[config.mk]
export PLATFORM = sky130hd
export DESIGN_NAME = mem_dbus_ctrl_flat
export DESIGN_NICKNAME = d
export VERILOG_FILES = /design/src/rtl/mem_dbus_ctrl_if.sv /design/src/rtl/mem_dbus_ctrl.sv /design/src/flat_wrapper.sv
export SDC_FILE = /design/constraint.sdc
export NUM_CORES = 1
export LEC_CHECK = 0
export CAP_MARGIN = 20
export CORE_MARGIN = 2
export CORE_UTILIZATION = 25
export CTS_CLUSTER_DIAMETER = 60
export DETAILED_ROUTE_END_ITERATION = 7
export PLACE_DENSITY = 0.72
export SYNTH_ARGS = -nofsm -noshare
export SYNTH_HDL_FRONTEND = slang
export SYNTH_SLANG_ARGS = --single-unit
[constraint.sdc]
create_clock -name clk -period 2.8 [get_ports clk]
set_input_delay 0.84 -clock clk [delete_from_list [all_inputs] [get_ports clk]]
set_output_delay 0.84 -clock clk [all_outputs]
set_load 0.02 [all_outputs]
[src/rtl/mem_dbus_ctrl_if.sv]
// Data-memory request bus between the M-stage controller (master) and the memory side (slave).
// Handshake: req/addr_ok accepts a request; data_ok later completes it.
interface mem_dbus_ctrl_if #(
    parameter int ADDR_W = 32,
    parameter int DATA_W = 32
);
    logic              data_req;
    logic              data_wr;
    logic [ADDR_W-1:0] data_addr;
    logic [DATA_W-1:0] data_wdata;
    logic              data_addr_ok;
    logic              data_data_ok;
    logic [DATA_W-1:0] data_rdata;

    modport master (
        output data_req,
        output data_wr,
        output data_addr,
        output data_wdata,
        input  data_addr_ok,
        input  data_data_ok,
        input  data_rdata
    );

    modport slave (
        input  data_req,
        input  data_wr,
        input  data_addr,
        input  data_wdata,
        output data_addr_ok,
        output data_data_ok,
        output data_rdata
    );
endinterface

[src/rtl/mem_dbus_ctrl.sv]
// M-stage data bus controller: issues one word load/store per instruction, stalls the
// pipeline until completion, and absorbs responses orphaned by a flush.
module mem_dbus_ctrl #(
    parameter int ADDR_W = 32,
    parameter int DATA_W = 32
) (
    input  logic              clk,
    input  logic              reset,
    input  logic              MemtoRegM,
    input  logic              MemWriteM,
    input  logic [ADDR_W-1:0] aluoutM,
    input  logic [DATA_W-1:0] writedataM,
    input  logic              flushM,
    input  logic              holdM,
    mem_dbus_ctrl_if.master   dbus,
    output logic [DATA_W-1:0] readdataM,
    output logic              stallM,
    output logic              addr_errM
);

    typedef enum logic [2:0] {
        S_IDLE,
        S_REQ,
        S_WAIT,
        S_DONE,
        S_DRAIN
    } state_e;

    state_e            state_q, state_d;
    logic [DATA_W-1:0] rdata_q, rdata_d;

    logic op, unal, go;
    logic st_idle, st_req, st_wait, st_drain;

    assign op   = MemtoRegM | MemWriteM;
    assign unal = |aluoutM[1:0];
    assign go   = op & ~unal & ~flushM;

    assign st_idle  = (state_q == S_IDLE);
    assign st_req   = (state_q == S_REQ);
    assign st_wait  = (state_q == S_WAIT);
    assign st_drain = (state_q == S_DRAIN);

    // A flush in REQ withdraws the request in that same cycle, so an addr_ok can never
    // be granted to an instruction that is being squashed.
    assign dbus.data_req   = (st_idle & go) | (st_req & ~flushM);
    assign dbus.data_wr    = MemWriteM;
    assign dbus.data_addr  = {aluoutM[ADDR_W-1:2], 2'b00};
    assign dbus.data_wdata = writedataM;

    assign stallM    = (st_idle & go) | st_req | (st_wait & ~dbus.data_data_ok) | (st_drain & op);
    assign addr_errM = st_idle & op & unal & ~flushM;
    assign readdataM = (st_wait & dbus.data_data_ok) ? dbus.data_rdata : rdata_q;

    always_comb begin
        state_d = state_q;
        rdata_d = rdata_q;
        unique case (state_q)
            S_IDLE: begin
                if (go) begin
                    state_d = dbus.data_addr_ok ? S_WAIT : S_REQ;
                end
            end
            S_REQ: begin
                if (flushM) begin
                    state_d = S_IDLE;
                end else if (dbus.data_addr_ok) begin
                    state_d = S_WAIT;
                end
            end
            S_WAIT: begin
                if (dbus.data_data_ok) begin
                    state_d = (flushM | ~holdM) ? S_IDLE : S_DONE;
                    if (~flushM & MemtoRegM) begin
                        rdata_d = dbus.data_rdata;
                    end
                end else if (flushM) begin
                    state_d = S_DRAIN;
                end
            end
            S_DONE: begin
                if (~holdM | flushM) begin
                    state_d = S_IDLE;
                end
            end
            S_DRAIN: begin
                // The response belongs to a squashed instruction; drop its data.
                if (dbus.data_data_ok) begin
                    state_d = S_IDLE;
                end
            end
            default: state_d = S_IDLE;
        endcase
    end

    always_ff @(posedge clk or negedge reset) begin
        if (!reset) begin
            state_q <= S_IDLE;
            rdata_q <= '0;
        end else begin
            state_q <= state_d;
            rdata_q <= rdata_d;
        end
    end

endmodule

[src/flat_wrapper.sv]
// flat-port wrapper written by rule: the top's interface ports become plain ports
module mem_dbus_ctrl_flat 
#(
    parameter int ADDR_W = 32,
    parameter int DATA_W = 32
)
  (clk, reset, MemtoRegM, MemWriteM, aluoutM, writedataM, flushM, holdM, readdataM, stallM, addr_errM, dbus_data_req, dbus_data_wr, dbus_data_addr, dbus_data_wdata, dbus_data_addr_ok, dbus_data_data_ok, dbus_data_rdata);
  mem_dbus_ctrl_if #(.ADDR_W(ADDR_W), .DATA_W(DATA_W)) dbus_i ();
  input  logic clk;
  input  logic reset;
  input  logic MemtoRegM;
  input  logic MemWriteM;
  input  logic [ADDR_W-1:0] aluoutM;
  input  logic [DATA_W-1:0] writedataM;
  input  logic flushM;
  input  logic holdM;
  output logic [DATA_W-1:0] readdataM;
  output logic stallM;
  output logic addr_errM;
  output wire logic [$bits(dbus_i.data_req)-1:0] dbus_data_req;
  output wire logic [$bits(dbus_i.data_wr)-1:0] dbus_data_wr;
  output wire logic [$bits(dbus_i.data_addr)-1:0] dbus_data_addr;
  output wire logic [$bits(dbus_i.data_wdata)-1:0] dbus_data_wdata;
  input wire logic [$bits(dbus_i.data_addr_ok)-1:0] dbus_data_addr_ok;
  input wire logic [$bits(dbus_i.data_data_ok)-1:0] dbus_data_data_ok;
  input wire logic [$bits(dbus_i.data_rdata)-1:0] dbus_data_rdata;
  assign dbus_data_req = dbus_i.data_req;
  assign dbus_data_wr = dbus_i.data_wr;
  assign dbus_data_addr = dbus_i.data_addr;
  assign dbus_data_wdata = dbus_i.data_wdata;
  assign dbus_i.data_addr_ok = dbus_data_addr_ok;
  assign dbus_i.data_data_ok = dbus_data_data_ok;
  assign dbus_i.data_rdata = dbus_data_rdata;
  mem_dbus_ctrl #(.ADDR_W(ADDR_W), .DATA_W(DATA_W)) u_core (.clk(clk), .reset(reset), .MemtoRegM(MemtoRegM), .MemWriteM(MemWriteM), .aluoutM(aluoutM), .writedataM(writedataM), .flushM(flushM), .holdM(holdM), .dbus(dbus_i), .readdataM(readdataM), .stallM(stallM), .addr_errM(addr_errM));
endmodule
==> results.py <==
metrics = {
    "logic_synthesis": {
        "ys_ff_latch": 35,
        "ys.flop_type": "dfrtp_1",
        "seq_area_frac_synth": 0.353,
        "synth_warnings": 0,
        "synth.top_cell.area_share": 0.353,
        "synth_area_leaders": "dfrtp_1 (35%), buf_4 (20%), mux2_4 (18%), mux2_2 (15%), buf_6 (1.4%)",
        "synthCells": 205,
        "synth_top_area_cell": "dfrtp_1",
        "async_flop_share": 1.00,
        "synthDistinctLibCells": 28,
        "synth_edf_count": 0,
        "syn_area_um2": 2480,
        "avgSynthCellArea_um2": 12.1,
    },
    "routing": {
        "wl_per_cell_um": 16.2,
        "first_iter_violations": 16,
        "drc": 0,
        "num_vias": 1612,
        "viasPerCell": 4.17,
        "first_pass_iters": 4,
        "ant_nets": 0,
        "postRouteWirelength_um": 6260,
    },
    "clocking": {
        "numCtsBuffers": 5,
        "clkTransAtPathRegs_ns": 0.07,
        "clkSinkCount": 35,
        "clk_path_buf_depth": 2,
        "insertion_delay_ns": 0.28,
        "cts.root.buffer_cell": "clkbuf_8",
        "cts_tree": "yes",
        "htree_levels": 2,
    },
    "global_route": {
        "antenna_found_initial": 0,
        "grt_pass1_vias": 1708,
        "grt_pass1_wl_um": 9890,
        "overflow": 0,
        "grt_max_degree": 36,
        "grtUsageTotal": 0.117,
    },
    "timing": {
        "worst_pin_slew_ns": 0.822,
        "clock_skew_ns": 0.00365,
        "slew_violations": 0,
        "setup_viol": 0,
        "max-slew-margin-rel": 0.452,
        "fin_crit_ns": 2.75,
        "max_freq_mhz": 364,
        "period_share": 0.981,
        "rsz0062_at_grt": "true",
        "final-hold-violation-count": 0,
        "fin_ws_ns": 0.0537,
    },
    "worst_hold_path": {
        "hold_class": "flop to flop",
        "hp-start": "u_core.rdata_q[1]",
    },
    "floorplan": {
        "pin_count": 204,
        "die_y_um": 104,
        "start_util": 0.256,
        "die_w_um": 104,
        "dieArea_um2": 10700,
        "row_count": 36,
        "core_area_um2": 9680,
    },
    "power": {
        "switching_share": 0.312,
        "p_per_area_nw_per_um2": 613,
        "p_comb_frac": 0.484,
        "p_total_mw": 2.06,
        "clkPwrFrac": 0.171,
        "p_int_mw": 1.42,
        "vdd_drop_max_mv": 0.195,
        "seqPwrFrac": 0.345,
        "leakage_nw": 1.63,
        "p_sw_mw": 0.643,
    },
    "critical_path": {
        "r2r-start": "u_core.state_q[2]",
        "startpoint": "aluoutM[0]",
        "start_kind": "input port",
        "crit_fanout": 3,
        "r2r_slack_ns": 0.94,
        "path_class": "input port to output port",
        "crit_path_end_kind": "output port",
        "cp_data_required_time_ns": 1.96,
        "cp.arrival_ns": 1.91,
    },
    "place": {
        "dpl.cell_count": 371,
        "dpl_cell_area_um2": 3100,
        "dp_slack_ns": -0.792,
        "hpwl_um": 4390,
        "gp_congestion": 0.719,
        "port_buffers": 77,
    },
    "final_layout": {
        "drive_gt1_frac": 0.594,
        "layout_commonest_cell": "mux2_4",
        "syn_to_final_growth_pct": 35.5,
        "nNetsFinal": 357,
        "fin_cells": 387,
        "final_cell_mix": "mux2_4 (49), clkdlybuf4s50_1 (35), dfrtp_1 (35), buf_4 (29), buf_6 (22)",
        "antenna_cells": 0,
        "final_cell_area_um2": 3360,
    },
    "status": {
        "status": "completed",
    },
    "job": {
        "drv_cap": 0,
    },
}
==> worst max-delay path, stage by stage <==
cell	delay, ns
clkdlybuf4s50_1	0.46
nor3_4	0.23
nor2_1	0.06
o22ai_1	0.14
buf_4	0.17
==> sequential cells by signal, indices dropped and copies added (netlist names) <==
| signal | flops |
|---|---|
| u_core.rdata_q | 32 |
| u_core.state_q | 3 |
==> routing by layer <==
layer	track usage	part of all wire	vias to the layer above
li1	-	-	737
met1	0.141	0.39	765
met2	0.189	0.49	86
met3	0.0459	0.092	24
met4	0.0405	0.024	0
met5	0	0	-
==> cell usage after synthesis, types with 2 or more instances <==
cell type,number
nor3b_1,2
nor2_1,4
nand2b_1,5
o31ai_1,2
o21ai_0,2
buf_2,3
mux2_4,30
mux2_2,34
buf_6,3
nor3_1,3
buf_4,65
dfrtp_1,35
a21oi_1,2
==> cells by family (layout without fill, tap and decap cells) <==
| kind of cell | count (synthesis) | count (layout) | share of synthesized area |
|---|---|---|---|
| simple gates | 20 | 20 | 0.0535 |
| other cells | 1 | 2 | 0.00151 |
| buf+inv | 72 | 120 | 0.218 |
| compound gates | 13 | 13 | 0.0378 |
| flops | 35 | 35 | 0.353 |
| mux | 64 | 64 | 0.336 |
==> final timing paths <==
kind	endpoint	depth (start not counted)
worst min-delay path	u_core.rdata_q[1]	1
worst min register to register	u_core.rdata_q[1]	1
max in group asynchronous	u_core.rdata_q[6]	1
worst max register to register	u_core.rdata_q[10]	7
min in group asynchronous	u_core.rdata_q[19]	1
worst max-delay path	stallM	5
==> metrics by stage <==
step           hold WS [ns]   util  TNS [ns]
6_report              0.510  0.347         0
5_1_grt               0.527  0.347   -0.0665
4_1_cts               0.513  0.350    -0.261
3_5_place_dp          0.491  0.320    -26.38
3_3_place_gp          0.485  0.320    -25.84
2_1_floorplan         0.475      -         0
==> power groups by stage <==
stage	Sequential (mW)	Combinational [mW]	Clock, mW
finish	0.710	0.997	0.352
global route	0.729	1.06	0.403
global placement	0.710	0.951	0
detailed placement	0.713	0.957	0
floorplan	0.694	0.683	0
CTS	0.710	0.997	0.379
==> cell type report <==
cell class              count  area (µm²)
clock inverters             1        5.00
clock buffers               7        76.3
multi-input cells          99        1170
fillers                   964        6320
repair buffers            112        1070
flip-flops and latches     35         876
well taps                 133         166
==> what timing repair did <==
action | CTS | global route
setup buffers | 7 | 0
hold endpoints to repair | 0 | 0
gates resized for setup | 212 | 9
cloned | 3 | 0
endpoints found under the setup margin | 36 | 14
hold buffers | 0 | 0
pin swaps | 3 | 1
Power figures use the tool's default switching activity.
